## src/rtl/wb_pkg.sv

```systemverilog
// Shared types and default parameters for the writeback arbiter slice.
package wb_pkg;

  localparam int WB_XLEN_DEF         = 32;
  localparam int WB_DEPTH_DEF        = 2;
  localparam int WB_STARVE_LIMIT_DEF = 4;
  localparam int WB_RD_W             = 5;

  typedef struct packed {
    logic [WB_RD_W-1:0]     rd;
    logic [WB_XLEN_DEF-1:0] data;
  } wb_req_t;

  typedef enum logic [1:0] {
    SRC_NONE = 2'd0,
    SRC_ALU  = 2'd1,
    SRC_FIFO = 2'd2
  } wb_src_e;

  // A single-entry FIFO still needs a 1-bit pointer.
  function automatic int wb_ptr_w(input int depth);
    return (depth > 1) ? $clog2(depth) : 1;
  endfunction

endpackage

```

## src/rtl/wb_fifo.sv

```systemverilog
// Small circular FIFO for multi-cycle writeback results; pointers wrap modulo DEPTH.
module wb_fifo
  import wb_pkg::*;
#(
  parameter int  DEPTH = WB_DEPTH_DEF,
  parameter type T     = wb_req_t
) (
  input  logic                       clk,
  input  logic                       rst_b,
  input  logic                       push,
  input  T                           push_data,
  input  logic                       pop,
  output T                           head,
  output logic                       full,
  output logic                       empty,
  output logic [$clog2(DEPTH+1)-1:0] count
);

  localparam int PTR_W = wb_ptr_w(DEPTH);
  localparam int CNT_W = $clog2(DEPTH + 1);

  T                 mem [DEPTH];
  logic [PTR_W-1:0] wr_ptr;
  logic [PTR_W-1:0] rd_ptr;
  logic [CNT_W-1:0] count_q;
  logic             push_ok;
  logic             pop_ok;

  function automatic logic [PTR_W-1:0] next_ptr(input logic [PTR_W-1:0] p);
    return (p == PTR_W'(DEPTH - 1)) ? '0 : p + PTR_W'(1);
  endfunction

  assign full    = (count_q == CNT_W'(DEPTH));
  assign empty   = (count_q == '0);
  assign count   = count_q;
  assign head    = mem[rd_ptr];
  assign push_ok = push && !full;
  assign pop_ok  = pop && !empty;

  always_ff @(posedge clk or negedge rst_b) begin
    if (!rst_b) begin
      wr_ptr  <= '0;
      rd_ptr  <= '0;
      count_q <= '0;
    end else begin
      if (push_ok) wr_ptr <= next_ptr(wr_ptr);
      if (pop_ok)  rd_ptr <= next_ptr(rd_ptr);
      case ({push_ok, pop_ok})
        2'b10:   count_q <= count_q + CNT_W'(1);
        2'b01:   count_q <= count_q - CNT_W'(1);
        default: count_q <= count_q;
      endcase
    end
  end

  // Storage needs no reset: stale slots are never read while the count says empty.
  always_ff @(posedge clk) begin
    if (push_ok) mem[wr_ptr] <= push_data;
  end

endmodule

```

## src/rtl/wb_arbiter.sv

```systemverilog
// Writeback arbiter: ALU results take the write slot, mul/div results queue in wb_fifo.
// Define WB_STARVE_GUARD_EN to add a counter that forces a FIFO drain after STARVE_LIMIT ALU wins.
module wb_arbiter
  import wb_pkg::*;
#(
  parameter int XLEN         = WB_XLEN_DEF,
  parameter int DEPTH        = WB_DEPTH_DEF,
  parameter int STARVE_LIMIT = WB_STARVE_LIMIT_DEF
) (
  input  logic                       clk,
  input  logic                       rst_b,
  input  logic                       alu_valid,
  output logic                       alu_ready,
  input  logic [4:0]                 alu_rd,
  input  logic [XLEN-1:0]            alu_data,
  input  logic                       md_valid,
  output logic                       md_ready,
  input  logic [4:0]                 md_rd,
  input  logic [XLEN-1:0]            md_data,
  input  logic                       halted,
  output logic                       rd_we,
  output logic [4:0]                 rd_num,
  output logic [XLEN-1:0]            rd_data,
  output logic [$clog2(DEPTH+1)-1:0] fifo_count,
  output logic                       drained
);

  // Same layout as wb_req_t, sized to this instance's XLEN.
  typedef struct packed {
    logic [WB_RD_W-1:0] rd;
    logic [XLEN-1:0]    data;
  } req_t;

  req_t    alu_req;
  req_t    md_req;
  req_t    fifo_head;
  req_t    win_req;
  wb_src_e win_src;
  logic    fifo_full;
  logic    fifo_empty;
  logic    fifo_pop;
  logic    force_drain;
  logic    alu_acc;
  logic    md_acc;
  logic    win_we;

  assign alu_req.rd   = alu_rd;
  assign alu_req.data = alu_data;
  assign md_req.rd    = md_rd;
  assign md_req.data  = md_data;

  assign alu_ready = !halted && !force_drain;
  assign md_ready  = !halted && !fifo_full;
  assign alu_acc   = alu_valid && alu_ready;
  assign md_acc    = md_valid && md_ready;

  // Pop decision uses pre-push emptiness, so a fresh push is never popped the same cycle.
  always_comb begin
    win_src = SRC_NONE;
    if (alu_acc)          win_src = SRC_ALU;
    else if (!fifo_empty) win_src = SRC_FIFO;
  end

  assign fifo_pop = (win_src == SRC_FIFO);
  assign win_req  = (win_src == SRC_ALU) ? alu_req : fifo_head;
  assign win_we   = (win_src != SRC_NONE) && (win_req.rd != '0);

  wb_fifo #(
    .DEPTH (DEPTH),
    .T     (req_t)
  ) u_fifo (
    .clk       (clk),
    .rst_b     (rst_b),
    .push      (md_acc),
    .push_data (md_req),
    .pop       (fifo_pop),
    .head      (fifo_head),
    .full      (fifo_full),
    .empty     (fifo_empty),
    .count     (fifo_count)
  );

  // rd_num/rd_data only move on a real write, so they hold their last value otherwise.
  always_ff @(posedge clk or negedge rst_b) begin
    if (!rst_b) begin
      rd_we   <= 1'b0;
      rd_num  <= '0;
      rd_data <= '0;
    end else begin
      rd_we <= win_we;
      if (win_we) begin
        rd_num  <= win_req.rd;
        rd_data <= win_req.data;
      end
    end
  end

  assign drained = fifo_empty && !rd_we;

`ifdef WB_STARVE_GUARD_EN
  localparam int STARVE_W = $clog2(STARVE_LIMIT + 1);

  logic [STARVE_W-1:0] starve_cnt;

  // Counts ALU wins that left a queued result waiting; any pop restarts the count.
  always_ff @(posedge clk or negedge rst_b) begin
    if (!rst_b) begin
      starve_cnt <= '0;
    end else if (fifo_pop) begin
      starve_cnt <= '0;
    end else if (!fifo_empty && alu_acc && (starve_cnt != STARVE_W'(STARVE_LIMIT))) begin
      starve_cnt <= starve_cnt + STARVE_W'(1);
    end
  end

  assign force_drain = !fifo_empty && (starve_cnt >= STARVE_W'(STARVE_LIMIT));
`else
  assign force_drain = 1'b0;
`endif

endmodule

```

## config.mk

```make
export PLATFORM = sky130hd
export DESIGN_NAME = wb_arbiter
export DESIGN_NICKNAME = d
export VERILOG_FILES = /design/src/rtl/wb_pkg.sv /design/src/rtl/wb_fifo.sv /design/src/rtl/wb_arbiter.sv
export SDC_FILE = /design/constraint.sdc
export NUM_CORES = 1
export LEC_CHECK = 0
export ABC_CLOCK_PERIOD_IN_PS = 3700
export BUFFER_PORTS_ARGS = -buffer_cell sky130_fd_sc_hd__buf_2
export CORE_MARGIN = 5
export CORE_UTILIZATION = 45
export CTS_CLUSTER_DIAMETER = 40
export DETAILED_ROUTE_END_ITERATION = 6
export GPL_TIMING_DRIVEN = 0
export PLACE_DENSITY = 0.68
export SETUP_SLACK_MARGIN = 0.02
export SYNTH_ARGS = -nofsm -noshare
export SYNTH_HDL_FRONTEND = slang
export SYNTH_SLANG_ARGS = --single-unit
```

## constraint.sdc

```tcl
create_clock -name clk -period 3.7 [get_ports clk]
set_input_delay 0.185 -clock clk [delete_from_list [all_inputs] [get_ports clk]]
set_output_delay 0.185 -clock clk [all_outputs]
set_load 0.05 [all_outputs]
```

==> results of run 1 <==
## worst min-delay path: stages
cell	delay, ps
buf_2	70
nand2_1	30
o21ai_0	60
mux2_1	120
## cells by family (layout without fill, tap and decap cells)
group                      Yosys count  in the layout
DFF                                116            116
xor gates and xnor gates             5              5
and+or+nand+nor                     46             46
muxes                               73             73
adders and majority gates            1              1
AOI/OAI and AO/OA                   41             41
buffers and inverters               19            238
## repair_timing
action	CTS	global route
hold buffers	65	0
gates resized for setup	0	0
hold endpoints to repair	143	0
## per-layer routing
metal	global-route usage (%)	part of all wire [%]
met4	6.569	1.4
met5	0	0
met3	5.489	4.5
met2	31.93	55
met1	19.82	40
## report_power, final
group	switching, mW	internal (mW)
clock network	0.540	1.01
registers	0.152	1.74
logic	1.43	0.649
## synth_stat cells
master     number
edfxtp_1       74
dfrtp_1        42
mux2i_1        37
nand2_1        35
mux2_1         32
o21ai_0        32
clkbuf_1        8
nor2_1          4
o2bb2ai_1       4
buf_1           3
buf_6           3
xnor2_1         3
inv_2           2
mux2_2          2
mux2_4          2
nor3_1          2
o21ai_1         2
xor2_1          2
a21oi_1         1
a22o_1          1
and3_1          1
buf_2           1
buf_4           1
ha_1            1
inv_1           1
nand2b_1        1
nand3_1         1
nand4_1         1
nor2b_1         1
o21ai_4         1
## final timing paths
kind,to,start
max,rd_data[26],u_fifo.rd_ptr
min,rd_data[17],alu_data[17]
max reg2reg,rd_data[26],u_fifo.rd_ptr
min reg2reg,rd_data[4],rd_data[4]
max in group asynchronous,rd_we,rst_b
min in group asynchronous,rd_data[23],rst_b
## state kept, by name, summed over array words and instances, names as in the netlist
name / count
rd_data: 32
rd_num: 5
rd_we: 1
u_fifo.count: 2
u_fifo.mem: 74
u_fifo.rd_ptr: 1
u_fifo.wr_ptr: 1
## metrics by stage
stage	std cells	area (um2)	power (mW)	worst slack [ps]
global route	656	6660	5.777	1110
floorplan	301	4636	3.426	217.8
detailed placement	559	5445	3.956	1254
CTS	656	6660	5.570	1252
global placement	558	5411	3.897	772.5
finish	656	6660	5.520	1271
## area by class of cell
type / count / area [um2]
repair buffers: 187 / 1284
multi-input cells: 166 / 1270
clock inverters: 11 / 135.1
inverters: 3 / 11.26
fillers: 780 / 3525
clock buffers: 21 / 429.2
plain buffers: 16 / 87.58
flip-flops and latches: 116 / 3273
well taps: 136 / 170.2
==> results.ini, run 1 <==
[setup_path]
cp.depth = 7
crit_family = multiplexers
worstPathCellList = buf_4 > mux2_4 > mux2i_1 > nand4_1 > o21ai_4 > buf_6 > mux2_1
start_kind = register
slowest_delay_ps = 410
crit_path_top_delay_cell = o21ai_4
path_max_fanout = 10
ff2ff_path_depth = 7
setup.worst_path.class = reg -> reg
crit_arrival_ps = 2820
r2r_setup_slack_ps = 1270
timing.critical_path.buf_inv = 2
critPathCaptureType = register
worstPathRequired_ps = 4090

[floorplan]
start_util_pct = 45.49
pin_count = 122
core.rowCount = 37
core-area_mm2 = 0.01018
die_area_mm2 = 0.01243
die_y_um = 111.5
die_x_um = 111.5

[synthesis]
yosysUniqueCellTypes = 30
syn-instance-count = 301
synthXorXnorAreaFrac_pct = 0.9452
syn_nets = 381
synth_top_area_cell = edfxtp_1
ys_warn_count = 0
syn_area_per_cell_um2 = 15.39
synth_top_area_share_pct = 47.96
synth_seq_area_share_pct = 70.65
synth_compound_gate_area_share_pct = 5.077
yosys-top-cells-area = edfxtp_1 (48%), dfrtp_1 (23%), mux2i_1 (8.0%)
synthSimpleGateAreaFrac_pct = 4.024
synth-seq-cells = 116
synth_fa_ha_area_share_pct = 0.2701
synth.area.mux_share_pct = 16.91
synth_top_family_by_area = multiplexers
synthesis.area_mm2 = 0.004633

[timing]
whs_ps = 0.9248
fin_crit_ps = 2429
worst_pin_slew_ps = 1066
grt_setup_unrepaired = false
slew_viol_final = 0
final.setup.tns_ps = 0
finClkSkew_ps = 11.91
fmax_mhz = 411.7
slew-limit-headroom_pct = 28.90
hold_viol = 0
fin_crit_sh_pct = 65.65
final-setup-viol-count = 0

[min_path]
hp-class = in -> reg
holdPathStages = 4

[route]
wl_per_cell_um = 15.82
post-route-drc-count = 0
first_iter_violations = 119
drt-total-wl_mm = 10.38
viasPerCell = 4.735
firstDrtPassIters = 4
ant_nets = 0
num_vias = 3106

[outcome]
run_status = finished clean

[global_routing]
grt_pass1_vias = 3336
grtUsageTotal_pct = 17.77
grt_pass1_wl_mm = 16.95
antenna_found_initial = 0
grt_max_degree = 43
overflow = 0

[finish]
syn2layout_area_growth_pct = 43.75
diodes = 0
layout.cells.most_common_list = buf_2 (122), edfxtp_1 (74), dlygate4sd3_1 (65)
drive_gt1_share_pct = 31.15
final_util_pct = 65.39
final_common_cell = buf_2
nNetsFinal = 587

[clock_tree]
clkSlewWorstSetupHoldPaths_ps = 50
clk_path_buf_depth = 2
cts.sinks = 116
htreeDepth = 4
clk_latency_ps = 520
cts_made_buffers = 17
cts_tree = built
cts_setup_buffers = 0
cts-root-buf = clkbuf_8

[pwr]
p_leak_nw = 2.780
power_density_mw_per_mm2 = 828.8
ir_worst_vdd_mv = 0.4690

[placement]
io_buffers = 121
dp_hpwl_mm = 6.730
gp_congestion = 0.7588

[flow_run]
cap_violations = 0

Note: power is estimated with default switching activity, not from simulation.
==> run 2: changes to the inputs <==
--- a/config.mk
+++ b/config.mk
@@ -5,14 +5,14 @@
 export SDC_FILE = /design/constraint.sdc
 export NUM_CORES = 1
 export LEC_CHECK = 0
-export ABC_CLOCK_PERIOD_IN_PS = 3700
+export ABC_CLOCK_PERIOD_IN_PS = 2200
 export BUFFER_PORTS_ARGS = -buffer_cell sky130_fd_sc_hd__buf_2
 export CORE_MARGIN = 5
 export CORE_UTILIZATION = 45
 export CTS_CLUSTER_DIAMETER = 40
 export DETAILED_ROUTE_END_ITERATION = 6
 export GPL_TIMING_DRIVEN = 0
-export PLACE_DENSITY = 0.68
+export PLACE_DENSITY = 0.71
 export SETUP_SLACK_MARGIN = 0.02
 export SYNTH_ARGS = -nofsm -noshare
 export SYNTH_HDL_FRONTEND = slang
==> constraint.sdc (replaced) <==
create_clock -name clk -period 2.2 [get_ports clk]
set_input_delay 0.11 -clock clk [delete_from_list [all_inputs] [get_ports clk]]
set_output_delay 0.11 -clock clk [all_outputs]
set_load 0.05 [all_outputs]
==> results.ini, run 2 (same netlist as run 1, synthesis figures left out) <==
[setup_path]
slowest_delay_ps = 390  ; -20 ps
setup.worst_path.class = reg -> reg
path_max_fanout = 10  ; unchanged
worstPathRequired_ps = 2590  ; -1500 ps
timing.critical_path.buf_inv = 3  ; +1
critPathCaptureType = register
r2r_setup_slack_ps = 60  ; -1210 ps
worstPathCellList = buf_6 > mux2_4 > mux2i_4 > nand4_1 > o21ai_4 > buf_12 > buf_12 > mux2_1
ff2ff_path_depth = 8  ; +1
startpoint = u_fifo.rd_ptr
crit_path_top_delay_cell = dfrtp_1
start_kind = register
crit_family = multiplexers
path_common_cell = buf_12
crit_arrival_ps = 2530  ; -290 ps
r2r-end = rd_data[27]
r2r_start = u_fifo.rd_ptr

[clock_tree]
htreeDepth = 4  ; unchanged
clk_latency_ps = 520  ; about the same
cts_made_buffers = 17  ; unchanged
cts.sinks = 116  ; unchanged
cts-root-buf = clkbuf_8
clkSlewWorstSetupHoldPaths_ps = 60  ; about the same
cts_tree = built
clk_path_buf_depth = 2  ; unchanged

[finish]
fill_cells = 707  ; -9.4%
syn2layout_area_growth_pct = 50.20
largest_register_ffs = 74  ; unchanged
final_util_pct = 68.33  ; +2.9 points
drive_gt1_share_pct = 37.66  ; +6.5 points
top_register = u_fifo.mem
nNetsFinal = 607  ; +3.4%
multi_input_area_mm2 = 0.001409  ; +11%
diodes = 0  ; unchanged
final_common_cell = buf_2
seqCellArea_mm2 = 0.003274  ; about the same
layout.cells.most_common_list = buf_2 (122), dlygate4sd3_1 (75), edfxtp_1 (74)
reg_top3 = u_fifo.mem (74), rd_data (32), rd_num (5)

[min_path]
hp-class = in -> reg
holdPathStages = 4  ; unchanged
holdPathEnd = rd_num[1]
min-delay-start = alu_rd[1]

[timing]
finClkSkew_ps = 8.963  ; -2.950 ps
whs_ps = 173.6  ; +172.7 ps
final-setup-viol-count = 0  ; unchanged
hold_viol = 0  ; unchanged
slew_viol_final = 0  ; unchanged
fin_crit_ps = 2137  ; -291.9 ps
fmax_mhz = 467.9  ; +14%
grt_setup_unrepaired = true
fin_crit_sh_pct = 97.14  ; +31 points
worst_pin_slew_ps = 1054  ; -12.64 ps
slew-limit-headroom_pct = 29.67  ; +0.77 points

[route]
first_iter_violations = 120  ; +0.84%
wl_per_cell_um = 16.60  ; +4.9%
viasPerCell = 4.776  ; +0.88%
post-route-drc-count = 0  ; unchanged
drt-total-wl_mm = 11.20  ; +8.0%
firstDrtPassIters = 4  ; unchanged
ant_nets = 0  ; unchanged
num_vias = 3224  ; +3.8%

[pwr]
p_leak_nw = 2.955  ; +6.3%
power_density_mw_per_mm2 = 1387  ; +67%
ir_worst_vdd_mv = 0.6287  ; +34%

[placement]
io_buffers = 121  ; unchanged
gp_congestion = 0.7738  ; +2.0%
dp_hpwl_mm = 6.693  ; -0.56%

[floorplan]
die_y_um = 111.5  ; unchanged
core-area_mm2 = 0.01018  ; unchanged
die_x_um = 111.5  ; unchanged
core.rowCount = 37  ; unchanged
die_area_mm2 = 0.01243  ; unchanged
start_util_pct = 45.49  ; unchanged
pin_count = 122  ; unchanged

[global_routing]
grt_pass1_vias = 3632  ; +8.9%
grtUsageTotal_pct = 18.45  ; +0.68 points
grt_max_degree = 43  ; unchanged
grt_pass1_wl_mm = 17.57  ; +3.6%
antenna_found_initial = 0  ; unchanged
overflow = 0  ; unchanged

[outcome]
run_status = finished clean

[flow_run]
cap_violations = 0  ; unchanged

[run 2: cell count changes in the layout (fill, tap and decap cells not counted), moves of 3 or more]
cell	delta
mux2i_1	-4
mux2_4	+23
clkbuf_2	+3
mux2_1	-22
buf_4	+7
clkinvlp_4	-3
dlygate4sd3_1	+10
buf_12	+4
[run 2: power breakdown]
group / leakage (nW) / internal, mW / switching [mW] / total (mW)
registers: 1.17 / 2.93 / 0.297 / 3.22
clock network: 0.254 / 1.50 / 0.869 / 2.37
logic: 1.53 / 1.51 / 2.54 / 4.05
[run 2: area by class of cell]
cell class	count	area share (%)
flip-flops and latches	116	47.05
repair buffers	206	20.86
multi-input cells	167	20.24
clock buffers	24	6.472
well taps	136	2.445
plain buffers	16	1.888
clock inverters	7	0.8450
inverters	3	0.1978
[run 2: timing repair]
item / 4_1_cts / 5_1_grt
endpoints found under the hold margin: 152 / 0
setup endpoints to repair: 35 / 70
resized for setup: 6 / 36
cloned: 0 / 1
buffers inserted: 6 / 4
pin swaps: 2 / 3
hold buffers: 75 / 0
[run 2: worst max-delay path by stage]
stage                     slack (ps)               end  cells after the start
after detailed placement        -240        rd_data[3]                      7
after global routing             -20       rd_data[27]                      8
after global placement          -190        rd_data[1]                      7
after floorplan                  -60  u_fifo.mem[0][0]                      5
final                             60       rd_data[27]                      8
after CTS                         20       rd_data[10]                      8
[run 2: worst reg2reg max path: stages (launching register included)]
cell,delay (ps)
dfrtp_1,390
buf_6,150
mux2_4,310
mux2i_4,180
nand4_1,190
o21ai_4,190
buf_12,150
buf_12,150
mux2_1,320
[run 2: through the flow]
stage / cell area (um2) / total power [mW] / std cells / setup slack [ps] / TNS (ps)
after floorplan: 4669 / 5.807 / 301 / -61.59 / -2279
after global routing: 6959 / 10.07 / 675 / -24.95 / -151.7
final: 6959 / 9.649 / 675 / 62.91 / 0
after global placement: 5445 / 6.595 / 558 / -194.4 / -5179
after CTS: 6795 / 9.314 / 670 / 17.41 / 0
after detailed placement: 5445 / 6.689 / 558 / -241.1 / -6116
[run 2: per-layer routing]
metal / routed length (um) / track usage (%) / up-vias / part of all wire [%]
met4: 250 / 7.867 / 0 / 2.2
met1: 4634 / 20.49 / 1550 / 41
met5: 0 / 0 / - / 0
li1: - / - / 1560 / -
met2: 5841 / 32.85 / 90 / 52
met3: 479 / 5.543 / 24 / 4.3
==> run 3: changes to the inputs <==
--- a/config.mk
+++ b/config.mk
@@ -12,6 +12,7 @@
 export CTS_CLUSTER_DIAMETER = 40
 export DETAILED_ROUTE_END_ITERATION = 6
 export GPL_TIMING_DRIVEN = 0
+export MAX_ROUTING_LAYER = met4
 export PLACE_DENSITY = 0.71
 export SETUP_SLACK_MARGIN = 0.02
 export SYNTH_ARGS = -nofsm -noshare
==> results.ini, run 3 (same netlist as run 1, synthesis figures left out) <==
[outcome]
run_status = finished clean

[global_routing]
grtUsageTotal_pct = 19.05  ; +0.60 points
grt_max_degree = 43  ; unchanged
antenna_found_initial = 0  ; unchanged
overflow = 0  ; unchanged
grt_pass1_wl_mm = 17.55  ; about the same
grt_pass1_vias = 3628  ; -0.11%

[placement]
postPlaceCellArea_mm2 = 0.005445  ; unchanged
gp_congestion = 0.7843  ; +1.4%
dp_hpwl_mm = 6.693  ; unchanged
io_buffers = 121  ; unchanged
dp_slack_ps = -241.1  ; unchanged

[route]
num_vias = 3210  ; -0.43%
firstDrtPassIters = 5  ; +1
viasPerCell = 4.756  ; -0.43%
post-route-drc-count = 0  ; unchanged
first_iter_violations = 147  ; +23%
drt-total-wl_mm = 11.20  ; about the same
wl_per_cell_um = 16.59  ; about the same
ant_nets = 0  ; unchanged

[setup_path]
worstPathRequired_ps = 2590  ; about the same
path_max_fanout = 10  ; unchanged
r2r_setup_slack_ps = 60  ; about the same
setup.worst_path.class = reg -> reg
r2r-end = rd_data[27]
critPathCaptureType = register
r2r_start = u_fifo.rd_ptr
start_kind = register
crit_arrival_ps = 2530  ; about the same
ff2ff_path_depth = 8  ; unchanged

[clock_tree]
cts-root-buf = clkbuf_8
clkSlewWorstSetupHoldPaths_ps = 50  ; about the same
clk_latency_ps = 520  ; about the same
cts_tree = built
cts_made_buffers = 17  ; unchanged
htreeDepth = 4  ; unchanged
clk_path_buf_depth = 2  ; unchanged
cts.sinks = 116  ; unchanged

[timing]
finClkSkew_ps = 8.401  ; -0.5619 ps
slew-limit-headroom_pct = 30.19  ; +0.52 points
grt_setup_unrepaired = true
fin_crit_sh_pct = 97.25  ; +0.11 points
final.setup.tns_ps = 0  ; unchanged
worst_pin_slew_ps = 1046  ; -7.845 ps
hold_viol = 0  ; unchanged
fin_crit_ps = 2139  ; +2.393 ps
final-setup-viol-count = 0  ; unchanged
setup_ws_ps = 60.52  ; -2.393 ps
slew_viol_final = 0  ; unchanged
fmax_mhz = 467.4  ; -0.11%

[finish]
final_cell_area_mm2 = 0.006959  ; unchanged
reg_top3 = u_fifo.mem (74), rd_data (32), rd_num (5)
final_util_pct = 68.33  ; unchanged
multi_input_area_mm2 = 0.001409  ; unchanged
nNetsFinal = 607  ; unchanged
top_register = u_fifo.mem
final_common_cell = buf_2
diodes = 0  ; unchanged
syn2layout_area_growth_pct = 50.20  ; unchanged
seqCellArea_mm2 = 0.003274  ; unchanged
drive_gt1_share_pct = 37.66  ; unchanged
fill_cells = 707  ; unchanged
layout.cells.most_common_list = buf_2 (122), dlygate4sd3_1 (75), edfxtp_1 (74)
largest_register_ffs = 74  ; unchanged

[min_path]
holdPathEnd = rd_num[2]
hp-class = in -> reg
min-delay-start = alu_rd[2]
holdPathStages = 5  ; +1

[floorplan]
die_y_um = 111.5  ; unchanged
die_x_um = 111.5  ; unchanged
pin_count = 122  ; unchanged
core-area_mm2 = 0.01018  ; unchanged
start_util_pct = 45.49  ; unchanged
core.rowCount = 37  ; unchanged
die_area_mm2 = 0.01243  ; unchanged

[flow_run]
cap_violations = 0  ; unchanged

[pwr]
intPower_mw = 5.941  ; about the same
ir_worst_vdd_mv = 0.6289  ; about the same
p_comb_share_pct = 42.0  ; about the same
clock_power_share_pct = 24.5  ; about the same
netSwitchingFraction_pct = 38.39  ; -0.040 points
seq_power_share_pct = 33.4  ; about the same
power_density_mw_per_mm2 = 1386  ; about the same
p_leak_nw = 2.955  ; unchanged
power.switching_mw = 3.702  ; -0.17%
power_mw = 9.643  ; about the same

[run 3: final cells by class]
class,count,share of cell area (%)
clock inverter,7,0.8450
clock buffer,24,6.472
tap,136,2.445
inverter,3,0.1978
multi-input combinational,167,20.24
timing repair buffer,206,20.86
buffer,16,1.888
sequential,116,47.05
[run 3: worst max-delay path by stage]
stage                               start          endpoint  slack, ps  depth (start not counted)
final                       u_fifo.rd_ptr       rd_data[27]         60                          8
after global routing        u_fifo.rd_ptr       rd_data[27]        -20                          8
after CTS                   u_fifo.rd_ptr       rd_data[10]         20                          8
after detailed placement    u_fifo.rd_ptr        rd_data[3]       -240                          7
after global placement      u_fifo.rd_ptr        rd_data[1]       -190                          7
after floorplan           u_fifo.count[0]  u_fifo.mem[0][0]        -60                          5
[run 3: metrics by stage]
stage               hold WS, ps  cells
CTS                       50.71    670
floorplan                -185.6    301
detailed placement        303.0    558
finish                    181.0    675
global route              186.1    675
global placement          298.9    558
[run 3: power by group through the flow]
| stage | Combinational, mW | Clock (mW) | Sequential [mW] |
|---|---|---|---|
| after global placement | 3.39 | 0 | 3.20 |
| after global routing | 4.28 | 2.52 | 3.28 |
| after CTS | 3.70 | 2.42 | 3.20 |
| after floorplan | 1.29 | 0 | 4.52 |
| after detailed placement | 3.45 | 0 | 3.23 |
| final | 4.05 | 2.37 | 3.22 |
[run 3: worst max-delay path: stages, from the launching register on]
cell and delay (ps):
dfrtp_1 390, buf_6 150, mux2_4 310, mux2i_4 170, nand4_1 190, o21ai_4 190
buf_12 150, buf_12 140, mux2_1 320
[run 3: per-layer routing]
metal / track usage, % / vias up / part of all wire (%)
met5: - / - / 0
met4: 7.867 / 0 / 1.8
met3: 5.435 / 18 / 4.2
met2: 32.85 / 89 / 53
met1: 20.67 / 1543 / 41
li1: - / 1560 / -
[run 3: what timing repair did]
item / 4_1_cts / 5_1_grt
hold buffers: 75 / 0
resized for setup: 6 / 36
buffers inserted: 6 / 4
hold endpoints to repair: 152 / 0
pin swaps: 2 / 3
gates cloned: 0 / 1
setup endpoints to repair: 35 / 70
